`src/rtl/dsp_pkg.sv`:
```
// Shared types, default widths and mix arithmetic for the chorus DSP chain.
// Imported by the sample scheduler and the wet/dry mixer.
package dsp_pkg;

  localparam int DEF_PKT_WIDTH = 16;
  localparam int DEF_LFO_WIDTH = 13;
  localparam int DEF_MIX_WIDTH = 8;
  localparam int ACC_WIDTH     = DEF_PKT_WIDTH + 10;

  typedef enum logic [2:0] {
    IDLE,
    LFO_REQ,
    WRITE,
    WAIT_WET,
    MIX,
    PUSH
  } schedState_t;

  // Convex wet/dry blend; w/256 is the wet weight.
  // The arithmetic shift floors toward -inf.
  function automatic logic [DEF_PKT_WIDTH-1:0] mixSample(
    input logic [DEF_PKT_WIDTH-1:0] dry,
    input logic [DEF_PKT_WIDTH-1:0] wet,
    input logic [DEF_MIX_WIDTH-1:0] w
  );
    logic signed [ACC_WIDTH-1:0] dX;
    logic signed [ACC_WIDTH-1:0] wX;
    logic signed [ACC_WIDTH-1:0] dW;
    logic signed [ACC_WIDTH-1:0] wW;
    logic signed [ACC_WIDTH-1:0] acc;
    logic signed [ACC_WIDTH-1:0] shr;
    dX  = ACC_WIDTH'($signed(dry));
    wX  = ACC_WIDTH'($signed(wet));
    wW  = ACC_WIDTH'(int'(w));
    dW  = ACC_WIDTH'(256 - int'(w));
    acc = dX * dW + wX * wW;
    shr = acc >>> DEF_MIX_WIDTH;
    return shr[DEF_PKT_WIDTH-1:0];
  endfunction

endpackage

```
`src/rtl/wet_dry_mixer.sv`:
```
// Registered one-cycle wet/dry mixer; loads when en is high.
// Ports: clk, rst_n, en, dry, wet, weight, bypass -> mixOut.
module wet_dry_mixer
  import dsp_pkg::*;
(
  input  logic                     clk,
  input  logic                     rst_n,
  input  logic                     en,
  input  logic [DEF_PKT_WIDTH-1:0] dry,
  input  logic [DEF_PKT_WIDTH-1:0] wet,
  input  logic [DEF_MIX_WIDTH-1:0] weight,
  input  logic                     bypass,
  output logic [DEF_PKT_WIDTH-1:0] mixOut
);

  logic [DEF_MIX_WIDTH-1:0] wEff;

  assign wEff = bypass ? '0 : weight;

  always_ff @(posedge clk or negedge rst_n) begin
    if (!rst_n) begin
      mixOut <= '0;
    end else if (en) begin
      mixOut <= mixSample(dry, wet, wEff);
    end
  end

endmodule

```
`src/rtl/chorus_sample_scheduler.sv`:
```
// Per-sample chorus sequencer: LFO fetch, delay write, wet wait, mix, TX.
// Ports: dry in, LFO req/ack, delay buffer write/read, TX handshake, errors.
module chorus_sample_scheduler
  import dsp_pkg::*;
#(
  parameter int PKT_WIDTH   = DEF_PKT_WIDTH,
  parameter int LFO_WIDTH   = DEF_LFO_WIDTH,
  parameter int MIX_WIDTH   = DEF_MIX_WIDTH,
  parameter int TIMEOUT_CYC = 96,
  parameter int CNT_WIDTH   = 8
) (
  input  logic                 clk,
  input  logic                 rst_n,
  input  logic [PKT_WIDTH-1:0] pktDry_i,
  input  logic                 pktDryValid_i,
  output logic                 lfoReq_o,
  input  logic                 lfoAck_i,
  input  logic [LFO_WIDTH-1:0] lfoDelay_i,
  output logic [PKT_WIDTH-1:0] dlyPkt_o,
  output logic                 dlyPktValid_o,
  output logic [LFO_WIDTH-1:0] dlyExtra_o,
  input  logic [PKT_WIDTH-1:0] dlyWet_i,
  input  logic                 dlyWetValid_i,
  input  logic [MIX_WIDTH-1:0] mix_i,
  input  logic                 bypass_i,
  output logic [PKT_WIDTH-1:0] txPkt_o,
  output logic                 txValid_o,
  input  logic                 txReady_i,
  input  logic                 errClr_i,
  output logic [CNT_WIDTH-1:0] overrunCnt_o,
  output logic                 errorLED_o
);

  localparam int TMR_W = $clog2(TIMEOUT_CYC);

  schedState_t state;
  schedState_t stateNxt;

  logic [PKT_WIDTH-1:0] dryQ;
  logic [PKT_WIDTH-1:0] wetQ;
  logic [MIX_WIDTH-1:0] mixQ;
  logic                 bypassQ;
  logic [LFO_WIDTH-1:0] extraQ;
  logic [TMR_W-1:0]     tmr;
  logic [CNT_WIDTH-1:0] ovCnt;
  logic                 timeoutErr;
  logic                 overrunErr;
  logic                 mixEn;
  logic                 tmrDone;
  logic                 overrun;
  logic                 timeoutHit;

  assign tmrDone = (tmr == TMR_W'(TIMEOUT_CYC - 1));
  assign overrun = pktDryValid_i && (state != IDLE);

  // Wet-valid on the final timer cycle wins over the timeout.
  assign timeoutHit = (state == WAIT_WET) &&
                      !dlyWetValid_i && tmrDone;

  always_ff @(posedge clk or negedge rst_n) begin
    if (!rst_n) begin
      state <= IDLE;
    end else begin
      state <= stateNxt;
    end
  end

  always_comb begin
    stateNxt      = state;
    lfoReq_o      = 1'b0;
    dlyPktValid_o = 1'b0;
    txValid_o     = 1'b0;
    mixEn         = 1'b0;
    unique case (state)
      IDLE: begin
        if (pktDryValid_i) stateNxt = LFO_REQ;
      end
      LFO_REQ: begin
        lfoReq_o = 1'b1;
        if (lfoAck_i) stateNxt = WRITE;
      end
      WRITE: begin
        dlyPktValid_o = 1'b1;
        stateNxt      = WAIT_WET;
      end
      WAIT_WET: begin
        if (dlyWetValid_i || tmrDone) stateNxt = MIX;
      end
      MIX: begin
        mixEn    = 1'b1;
        stateNxt = PUSH;
      end
      PUSH: begin
        txValid_o = 1'b1;
        if (txReady_i) stateNxt = IDLE;
      end
      default: stateNxt = IDLE;
    endcase
  end

  always_ff @(posedge clk or negedge rst_n) begin
    if (!rst_n) begin
      dryQ    <= '0;
      wetQ    <= '0;
      mixQ    <= '0;
      bypassQ <= 1'b0;
      extraQ  <= '0;
      tmr     <= '0;
    end else begin
      unique case (state)
        IDLE: begin
          if (pktDryValid_i) begin
            dryQ    <= pktDry_i;
            mixQ    <= mix_i;
            bypassQ <= bypass_i;
          end
        end
        LFO_REQ: begin
          if (lfoAck_i) extraQ <= lfoDelay_i;
        end
        WRITE: begin
          tmr <= '0;
        end
        WAIT_WET: begin
          if (dlyWetValid_i) begin
            wetQ <= dlyWet_i;
          end else if (tmrDone) begin
            wetQ <= dryQ;
          end else begin
            tmr <= tmr + TMR_W'(1);
          end
        end
        default: ;
      endcase
    end
  end

  // Error set wins over a coincident clear.
  always_ff @(posedge clk or negedge rst_n) begin
    if (!rst_n) begin
      timeoutErr <= 1'b0;
      overrunErr <= 1'b0;
      ovCnt      <= '0;
    end else begin
      if (timeoutHit) begin
        timeoutErr <= 1'b1;
      end else if (errClr_i) begin
        timeoutErr <= 1'b0;
      end
      if (overrun) begin
        overrunErr <= 1'b1;
        if (errClr_i) begin
          ovCnt <= CNT_WIDTH'(1);
        end else if (ovCnt != '1) begin
          ovCnt <= ovCnt + CNT_WIDTH'(1);
        end
      end else if (errClr_i) begin
        overrunErr <= 1'b0;
        ovCnt      <= '0;
      end
    end
  end

  wet_dry_mixer uMixer (
    .clk    (clk),
    .rst_n  (rst_n),
    .en     (mixEn),
    .dry    (dryQ),
    .wet    (wetQ),
    .weight (mixQ),
    .bypass (bypassQ),
    .mixOut (txPkt_o)
  );

  assign dlyPkt_o     = dryQ;
  assign dlyExtra_o   = extraQ;
  assign overrunCnt_o = ovCnt;
  assign errorLED_o   = timeoutErr | overrunErr;

endmodule

```
`config.mk`:
```
export PLATFORM = sky130hd
export DESIGN_NAME = chorus_sample_scheduler
export DESIGN_NICKNAME = d
export VERILOG_FILES = /design/src/rtl/dsp_pkg.sv /design/src/rtl/wet_dry_mixer.sv /design/src/rtl/chorus_sample_scheduler.sv
export SDC_FILE = /design/constraint.sdc
export NUM_CORES = 1
export LEC_CHECK = 0
export CAP_MARGIN = 20
export CORE_MARGIN = 3
export CORE_UTILIZATION = 40
export DETAILED_ROUTE_END_ITERATION = 6
export PLACE_DENSITY = 0.59
export SYNTH_ARGS = -nofsm -noshare
export SYNTH_HDL_FRONTEND = slang
export SYNTH_SLANG_ARGS = --single-unit
```
`constraint.sdc`:
```
create_clock -name clk -period 10.3 [get_ports clk]
set_clock_uncertainty 0.15 [all_clocks]
set_input_delay 1.03 -clock clk [delete_from_list [all_inputs] [get_ports clk]]
set_output_delay 1.03 -clock clk [all_outputs]
set_load 0.005 [all_outputs]
```
# Word-level counts from Yosys, hierarchy flattened
# Cells that the tools add are included.
[classes]
n_reduce_logical = 18
bitwise_logic = 1
add_sub_neg = 4
n_eq_ne = 13
mul = 2
mux = 22
[ops]
columns = ["cell", "n"]
rows = [
  ["two-way mux 8 bit", 5],
  ["two-way mux 16 bit", 2],
  ["adder 24 bit", 1],
  ["multiplier 16 x 10 -> 24 bit", 1],
  ["multiplier 16 x 9 -> 24 bit", 1],
  ["case mux 3 bit (6 select lines)", 1],
  ["two-way mux 7 bit", 2],
  ["case mux 7 bit (2 select lines)", 1],
  ["two-way mux 3 bit", 4],
  ["!= test 2 bit, second input constant", 5],
  ["nonzero test 2 bit", 5],
  ["subtractor 9 x 8 -> 10 bit, first input constant", 1],
  ["adder 8 x 1 -> 8 bit, second input constant", 1],
  ["!= test 8 bit, second input constant", 1],
  ["AND reduction 2 bit", 4],
  ["adder 7 x 1 -> 7 bit, second input constant", 1],
  ["equality test 7 bit, second input constant", 1],
  ["two-way mux 1 bit", 7],
  ["equality test 3 x 2 -> 1 bit, second input constant", 2],
  ["equality test 3 bit, second input constant", 2],
  ["AND reduction 4 bit", 1],
  ["equality test 3 x 1 -> 1 bit, second input constant", 1],
  ["logical AND 1 bit", 3],
  ["zero test 3 bit", 1],
  ["6 further kinds", 6],
]
[word_totals]
output_inout_bits = 57
elab_cells = 71
input_bits = 61
register_bits = 90

# Longest topological paths before layout
# Gate-level depths: netlist of the first run.
[depth]
depth_word = 4
ltp_mapped = 30
ltp_nobuf = 27

# Modules after synthesis
# From an unflattened synthesis of the first run, not the netlist that was laid out.
[unflattened]
cells_unflattened = 1393
area_unflattened_um2 = 13854.5
[modules_own_cells]
columns = ["mod", "cells_each", "instances", "seq_area_each_um2", "area_per_inst_um2"]
rows = [
  ["wet_dry_mixer", 1131, 1, 400.4, 10472.5],
  ["chorus_sample_scheduler", 262, 1, 1851.8, 3382.0],
]

# Worst setup path after synthesis of the first run
# Ideal clock, no wire load.
[synth_path]
path_type = "register to register"
start = "reg bypassQ"
end = "reg uMixer.mixOut[14]"
period_less_slack_ns = 7.307
required_time_ns = 10.024
path_slack_ns = 2.993
arrival_time_ns = 7.031
stages_incl_launch_ff = 28
n_path_buf = 3
setup_ns = 0.126
path_cell_list = "dfrtp_1 nor2b_1 clkbuf_1 buf_1 inv_1 ha_1 nor3b_1 xnor2_1 clkbuf_1 nand2_1 fa_1 fa_1 fa_1 inv_1 fa_1 inv_1 fa_1 fa_1 inv_1 ha_1 a21oi_1 o21ai_0 a31o_4 a2111oi_4 o21ai_2 a31o_1 a211oi_2 o31ai_1"
[synth_via]
elab_chain_len = 4
word_cells_on_any_way = 5
cone_classes = "add/sub (2); mul (2); mux (1)"
[synth_rtl]
columns = ["item", "line", "rtl"]
rows = [
  ["start: declaration", "chorus_sample_scheduler.sv:42", "logic bypassQ;"],
  ["start signal: assignment", "chorus_sample_scheduler.sv:115", "bypassQ <= bypass_i;"],
  ["two-way mux 8 bit (*)", "wet_dry_mixer.sv:18", "assign wEff = bypass ? '0 : weight;"],
  ["subtractor 9 x 8 -> 10 bit", "dsp_pkg.sv:35", "dW = ACC_WIDTH'(256 - int'(w));"],
  ["multiplier 16 x 10 -> 24 bit", "dsp_pkg.sv:36", "acc = dX * dW + wX * wW;"],
  ["adder 24 bit (*)", "dsp_pkg.sv:36", ""],
  ["end signal: assignment", "wet_dry_mixer.sv:24", "mixOut <= mixSample(dry, wet, wEff);"],
  ["end: declaration", "wet_dry_mixer.sv:13", "output logic [DEF_PKT_WIDTH-1:0] mixOut"],
]
# Mark *: on every way between the ends. The rest lies on a longest branch, timed or not.
# A chain may end at the register's enable or synchronous reset.

# Worst setup path in the final report of the first run
# Ends and elaborated chain as after synthesis.

==> Implementation_results.wiki, run 1 <==
{| class="wikitable"
! Metric !! Value
|-
| Fin crit share || 76.7%
|-
| CP Data Required Time || 10.39 ns
|-
| CTS resizes || 0
|-
| Number of global-route vias before repair || 10.2k
|-
| Initial antenna violation count || 0
|-
| Critical path class || flip-flop to flip-flop
|-
| RePlAce Congestion || 0.832
|-
| GR Util All Layers || 18.7%
|-
| Leading cell types by total area after synthesis || sky130_fd_sc_hd__fa_1, sky130_fd_sc_hd__dfrtp_1, sky130_fd_sc_hd__inv_1
|-
| Synth Register Bits || 90
|-
| Post-CTS setup buffers || 0
|-
| Worst Hold Margin || 0.327 ns
|-
| Worst slew pin tran || approximately 0.98 ns
|-
| Avg Vias per Cell || about 4.7
|-
| Critical-path cell with the highest stage delay || sky130_fd_sc_hd__and2b_1
|-
| Largest net degree at the start of global routing || 50
|-
| Initial standard-cell utilization of the core || about two fifths
|-
| Worst-case reg-to-reg path depth || 23
|-
| Slew Viols, Final || 0
|-
| Initial DRC Count || ~380
|-
| Total of hold buffers inserted after clock tree synthesis || 0
|-
| Count of standard-cell rows || 66
|-
| Worst min-delay path class || flip-flop to flip-flop
|-
| Outcome || finished clean
|-
| Relative slew margins || roughly a third
|-
| Clk Latency, worst-skew pair || ~0.37 ns
|-
| Cells after synthesis || roughly 1.4k
|-
| Initial DRT Pass Iterations || 4
|-
| Clock tree root buffer cell || sky130_fd_sc_hd__clkbuf_16
|-
| Total number of vias || 9296
|-
| HP Start || uMixer.mixOut[6]
|-
| Number of enable flip-flop cells after synthesis || 0
|-
| Final hold violation count || 0
|-
| Slack of the worst reg-to-reg path || 2.40 ns
|-
| Total overflow reported by the global router || 0
|-
| Area growth syn-to-layout || 14.0%
|-
| Crit-path max cell delay || ~0.86 ns
|-
| Setup crit end kind || flip-flop
|-
| Die Y || roughly 190 um
|-
| Total CTS buffers || 9
|-
| Worst path most repeated cell || sky130_fd_sc_hd__fa_1
|-
| Final WL || 31.5 mm
|-
| Number of buffer cells added on primary ports || about 120
|-
| Proportion of register bits with asynchronous set or reset after synthesis || 100%
|-
| Cell type group with the largest total delay on the critical path || adder cells
|-
| DRT antenna net count || 0
|-
| Mapped Avg Cell Area || 9.47 um^2
|-
| Worst r2r dst || uMixer.mixOut[14]
|-
| Yosys warning total || 0
|-
| Residual DRC || 0
|-
| Fraction of final layout cells with drive strength greater than 1 || around 5.7%
|-
| Clock slew at the register clock pins of the worst setup and hold paths || 0.08 ns
|-
| Endpoint with the worst hold slack || uMixer.mixOut[6]
|-
| Number of clock sinks || 90
|-
| Global-route wire length before repair || ~54 mm
|-
| Diodes inserted || 0
|-
| Post-route setup TNS || 0 ns
|-
| Commonest non-fill, non-tap cells in the layout || sky130_fd_sc_hd__inv_1, sky130_fd_sc_hd__fa_1, sky130_fd_sc_hd__and2_1
|-
| Arrival time at the worst endpoint || around 8.0 ns
|-
| FF-to-FF Start || bypassQ
|-
| Top-area cell type share of the netlist area || a little under two fifths
|-
| Critical Path Fanout Max || 20
|-
| Count of boundary I/O pins || 118
|-
| Flip-flop cell with the highest count after synthesis || sky130_fd_sc_hd__dfrtp_1
|-
| H-tree levels || 3
|-
| Area of the core region || about 33000 um^2
|-
| Leading cell type in the layout, fill and taps excluded || sky130_fd_sc_hd__inv_1
|-
| Post-Syn Nets || 1837
|-
| Hold path depth || 2
|-
| CTS tree || built
|-
| DPL Wire Length || around 26 mm
|-
| Setup repair after global routing missed its margin || no
|-
| Die Footprint || approximately 36000 um^2
|-
| Post-synth cell types || 56
|-
| Chip Width || about 190 um
|-
| Area of the mapped netlist || approximately 14000 um^2
|-
| Library cell with the largest summed area after synthesis || sky130_fd_sc_hd__fa_1
|-
| Final min period || about 8 ns
|-
| Share of the yosys chip area belonging to registers || 16.6%
|-
| Chain of cells forming the critical path || and2b_1 -> nor4_2 -> nor2_1 -> and2_1 -> fa_1 -> inv_1 -> fa_1 -> fa_1 -> inv_1 -> fa_1 -> inv_1 -> fa_1 -> fa_1 -> inv_1 -> ha_1 -> a21oi_1 -> o21ai_0 -> a31o_4 -> a2111oi_4 -> o21ai_2 -> a31o_1 -> a211oi_2 -> o31ai_1
|-
| Startpoint type of the worst setup path || flip-flop
|-
| Setup-failing EPs final || 0
|-
| Total buffers and inverters traversed by the critical path || 4
|-
| Bufs on Longest Clock Path || 2
|-
| Max-cap violations || 0
|-
| Final Net Count || roughly 1.9k
|-
| Average routed wire per standard cell || between 15 and 20 um
|-
| Achievable Freq || between 100 and 150 MHz
|}
## worst max-delay path by stage
stage | start | endpoint | slack, ns | depth (start not counted)
6_report | bypassQ | uMixer.mixOut[14] | 2.40 | 23
5_1_grt | bypassQ | uMixer.mixOut[14] | 1.89 | 23
4_1_cts | bypassQ | uMixer.mixOut[14] | 2.08 | 25
3_5_place_dp | bypassQ | uMixer.mixOut[14] | 2.11 | 25
3_3_place_gp | bypassQ | uMixer.mixOut[14] | 2.26 | 25
2_1_floorplan | bypassQ | uMixer.mixOut[14] | 2.99 | 27
## layer usage
layer  vias to the layer above  share of wire [%]  global-route usage, %  routed length [um]
met1                      4696                 47                   26.7               14800
li1                       4377                  -                      -                   -
met5                         -                  0                      0                   0
met2                       203                 45                   29.7               14100
met3                        20                7.1                   4.34                2220
met4                         0                1.1                   3.58                 356
## per-stage QoR
stage                     utilization (%)  cells  setup slack, ns  cell area (um^2)
final                                46.9   1959             2.40             15500
after global routing                 46.9   1959             1.89             15500
after CTS                            46.8   1956             2.08             15500
after detailed placement             45.9   1940             2.11             15200
after global placement               45.9   1939             2.26             15200
after floorplan                         -   1436             2.99             13600
## Yosys cell counts (2+ instances only)
library cell and count:
sky130_fd_sc_hd__dfrtp_1 90, sky130_fd_sc_hd__a21oi_1 27, sky130_fd_sc_hd__xnor2_1 27, sky130_fd_sc_hd__clkbuf_1 56
sky130_fd_sc_hd__nand3_1 5, sky130_fd_sc_hd__and3_1 2, sky130_fd_sc_hd__a211oi_1 3, sky130_fd_sc_hd__fa_1 253
sky130_fd_sc_hd__a31oi_1 2, sky130_fd_sc_hd__o31ai_1 3, sky130_fd_sc_hd__ha_1 87, sky130_fd_sc_hd__nand2_1 143
sky130_fd_sc_hd__mux2_2 39, sky130_fd_sc_hd__nor3b_1 5, sky130_fd_sc_hd__nand4_1 8, sky130_fd_sc_hd__buf_1 7
sky130_fd_sc_hd__o21ai_0 27, sky130_fd_sc_hd__or3_1 5, sky130_fd_sc_hd__mux2i_1 17, sky130_fd_sc_hd__nor3_1 8
sky130_fd_sc_hd__and2_1 164, sky130_fd_sc_hd__nand2b_1 2, sky130_fd_sc_hd__buf_2 2, sky130_fd_sc_hd__and2b_1 4
sky130_fd_sc_hd__xor2_1 15, sky130_fd_sc_hd__o21bai_1 2, sky130_fd_sc_hd__clkbuf_2 2, sky130_fd_sc_hd__nor2_1 44
sky130_fd_sc_hd__inv_1 354, sky130_fd_sc_hd__nor2b_1 7
## state kept, by name, summed over array words and instances, names as in the netlist
register       flops
wetQ              16
mixQ               8
timeoutErr         1
dlyPkt_o          16
tmr                7
dlyExtra_o        13
uMixer.mixOut     16
bypassQ            1
state              3
overrunErr         1
overrunCnt_o       8
## worst register-to-register path, stage by stage (launching register included)
cell and delay (ns):
sky130_fd_sc_hd__dfrtp_1 0.49, sky130_fd_sc_hd__and2b_1 0.86, sky130_fd_sc_hd__nor4_2 0.15, sky130_fd_sc_hd__nor2_1 0.74
sky130_fd_sc_hd__and2_1 0.25, sky130_fd_sc_hd__fa_1 0.40, sky130_fd_sc_hd__inv_1 0.08, sky130_fd_sc_hd__fa_1 0.43
sky130_fd_sc_hd__fa_1 0.49, sky130_fd_sc_hd__inv_1 0.05, sky130_fd_sc_hd__fa_1 0.53, sky130_fd_sc_hd__inv_1 0.07
sky130_fd_sc_hd__fa_1 0.49, sky130_fd_sc_hd__fa_1 0.49, sky130_fd_sc_hd__inv_1 0.04, sky130_fd_sc_hd__ha_1 0.34
sky130_fd_sc_hd__a21oi_1 0.16, sky130_fd_sc_hd__o21ai_0 0.13, sky130_fd_sc_hd__a31o_4 0.26, sky130_fd_sc_hd__a2111oi_4 0.43
sky130_fd_sc_hd__o21ai_2 0.15, sky130_fd_sc_hd__a31o_1 0.26, sky130_fd_sc_hd__a211oi_2 0.23, sky130_fd_sc_hd__o31ai_1 0.08
## kinds of logic after synthesis
group | share of synthesized area, %
and+or+nand+nor | 15.3
DFF | 16.6
buffers and inverters | 11.7
adders and majority gates | 45.3
muxes | 4.48
AOI/OAI and AO/OA | 3.96
xor gates and xnor gates | 2.71
## area by class of cell
type | instances | area (um^2)
Fill cell | 3229 | 17500
Multi-Input combinational cell | 924 | 9770
Sequential cell | 90 | 2250
Inverter | 355 | 1330
Timing Repair Buffer | 132 | 1290
Tap cell | 442 | 553
Clock buffer | 9 | 225
Clock inverter | 7 | 78.8
Power of run 1 is left out: the tool's default activity adds up to more than one toggle a clock period on the data nets, which glitch-free logic cannot reach.
==> run 2, diff against run 1 <==
Clock period 10.3 ns to 7.5 ns, I/O delays scaled along.
==> run 2 against run 1 <==
  * Final cell count up 0.41%
  * Register-to-register slack lost 2.0 ns
  * Global-route usage is 0.42 points lower
  * Sequential share of layout area decreased by 0.061 points
  * Via count hardly changed
  * Utilization grew 0.22 points
  * Die area unchanged
  * First-iteration DRC count shrank 9.6%
  * Largest cell class unchanged
  * Non-clock buffer count grew 8
  * Clock-buffer cell count unchanged
==> Implementation_results.wiki, run 2 (synthesis results as in run 1) <==
{| class="wikitable"
! Metric !! Value
|-
| Slew Viols, Final || 0 (unchanged)
|-
| Relative slew margins || 42.7% (+8.2 points)
|-
| Max-cap violations || 0 (unchanged)
|-
| CP Data Required Time || 7.59 ns (-2.80 ns)
|-
| Initial standard-cell utilization of the core || 41.2% (unchanged)
|-
| Critical path class || flip-flop to flip-flop
|-
| FF-to-FF Start || bypassQ
|-
| Fin crit share || 94.4% (+18 points)
|-
| Number of buffer cells added on primary ports || 117 (unchanged)
|-
| Clock slew at the register clock pins of the worst setup and hold paths || 0.08 ns (about the same)
|-
| Critical-path cell with the highest stage delay || sky130_fd_sc_hd__fa_1
|-
| Slack of the worst reg-to-reg path || 0.42 ns (-1.98 ns)
|-
| Achievable Freq || 141 MHz (+12%)
|-
| Worst path most repeated cell || sky130_fd_sc_hd__fa_1
|-
| Global-route wire length before repair || 52.9 mm (-1.3%)
|-
| Setup repair after global routing missed its margin || no
|-
| Critical Path Fanout Max || 18 (-10%)
|-
| Area taken by multi-input logic gates || 9790 um^2 (+0.23%)
|-
| Fill cell instance count of the final layout || 3226 (-0.093%)
|-
| Worst r2r dst || uMixer.mixOut[14]
|-
| Total buffers and inverters traversed by the critical path || 6 (+2)
|-
| Chip Width || 190 um (unchanged)
|-
| Number of global-route vias before repair || 10.3k (+0.45%)
|-
| Crit-path max cell delay || 0.51 ns (-0.35 ns)
|-
| DPL Wire Length || 25.8 mm (-0.80%)
|-
| Number of clock sinks || 90 (unchanged)
|-
| H-tree levels || 3 (unchanged)
|-
| Clock tree root buffer cell || sky130_fd_sc_hd__clkbuf_16
|-
| Area growth syn-to-layout || 14.5%
|-
| Commonest non-fill, non-tap cells in the layout || sky130_fd_sc_hd__inv_1, sky130_fd_sc_hd__fa_1, sky130_fd_sc_hd__and2_1
|-
| Area of the core region || 33000 um^2 (unchanged)
|-
| CTS tree || built
|-
| Initial antenna violation count || 0 (unchanged)
|-
| Post-route setup TNS || 0 ns (unchanged)
|-
| Final Net Count || 1921 (+0.42%)
|-
| Startpoint type of the worst setup path || flip-flop
|-
| Die Footprint || 36200 um^2 (unchanged)
|-
| Setup-failing EPs final || 0 (unchanged)
|-
| Setup crit end kind || flip-flop
|-
| Final hold violation count || 0 (unchanged)
|-
| Arrival time at the worst endpoint || 7.17 ns (-0.82 ns)
|-
| Avg Vias per Cell || 4.72 (-0.45%)
|-
| Initial DRT Pass Iterations || 4 (unchanged)
|-
| Storage cell area || 2250 um^2 (about the same)
|-
| Die Y || 190 um (unchanged)
|-
| Total number of vias || 9292 (-0.043%)
|-
| Count of standard-cell rows || 66 (unchanged)
|-
| Worst slew pin tran || 0.860 ns (-0.120 ns)
|-
| RePlAce Congestion || 0.850 (+2.2%)
|-
| Cell type group with the largest total delay on the critical path || adder cells
|-
| Worst min-delay path class || input pin to asynchronous set/reset pin
|-
| Total CTS buffers || 9 (unchanged)
|-
| GR Util All Layers || 18.3% (-0.42 points)
|-
| Final min period || 7.08 ns (-0.819 ns)
|-
| DRT antenna net count || 0 (unchanged)
|-
| Leading cell type in the layout, fill and taps excluded || sky130_fd_sc_hd__inv_1
|-
| Total overflow reported by the global router || 0 (unchanged)
|-
| Residual DRC || 0 (unchanged)
|-
| Post-CTS setup buffers || 0 (unchanged)
|-
| Bufs on Longest Clock Path || 2 (unchanged)
|-
| Final WL || 31.1 mm (-1.4%)
|-
| Worst-case reg-to-reg path depth || 25 (+8.7%)
|-
| Fraction of final layout cells with drive strength greater than 1 || 6.49% (+0.76 points)
|-
| Count of boundary I/O pins || 118 (unchanged)
|-
| Outcome || finished clean
|-
| Largest net degree at the start of global routing || 58 (+16%)
|-
| Average routed wire per standard cell || 15.8 um (-1.9%)
|-
| Initial DRC Count || 339 (-9.6%)
|-
| Clk Latency, worst-skew pair || 0.36 ns (about the same)
|-
| Diodes inserted || 0 (unchanged)
|}
run 2: cell type report:
type,count,share of cell area [%]
multi-input cells,924,62.9
flip-flops and latches,90,14.5
well taps,442,3.55
inverters,355,8.57
repair buffers,140,8.61
clock buffers,9,1.45
clock inverters,7,0.490
run 2: stage by stage:
stage | cell area (um^2) | instances | util, % | hold WS, ns | setup WS [ns]
floorplan | 13600 | 1436 | - | 0.304 | 0.193
finish | 15600 | 1967 | 47.1 | 0.192 | 0.420
global placement | 15200 | 1951 | 46.1 | 0.313 | 0.130
detailed placement | 15200 | 1951 | 46.1 | 0.319 | 0.0468
CTS | 15500 | 1967 | 47.0 | 0.210 | 0.0471
global route | 15600 | 1967 | 47.1 | 0.228 | 0.00370
run 2: per-layer routing:
metal / GRT usage, % / routed length, um / up-vias
li1: - / - / 4383
met1: 25.8 / 14700 / 4681
met2: 29.7 / 13900 / 204
met3: 3.95 / 2150 / 24
met4: 3.25 / 306 / 0
met5: 0 / 0 / -
run 2: how the worst max path moves through the flow:
stage                 start  slack [ns]                 to  depth (start not counted)
finish              bypassQ        0.42  uMixer.mixOut[14]                         25
global route        bypassQ       0.004  uMixer.mixOut[14]                         25
CTS                 bypassQ        0.05  uMixer.mixOut[14]                         25
detailed placement  bypassQ        0.05  uMixer.mixOut[14]                         25
global placement    bypassQ        0.13  uMixer.mixOut[14]                         25
floorplan           bypassQ        0.19  uMixer.mixOut[14]                         27
run 2: timing repair:
| item | CTS | global route |
|---|---|---|
| endpoints found under the setup margin | 0 | 7 |
| gates resized for setup | 0 | 6 |
| hold buffers | 0 | 0 |
Power of run 2 is left out for the same reason.
==> run 3, diff against run 2 <==
Settings changed: ABC_AREA set to 0.
==> results of run 3 <==
Same layout as run 2: the final DEF is identical, and so are final timing and power.
Power of run 3 is left out for the same reason.
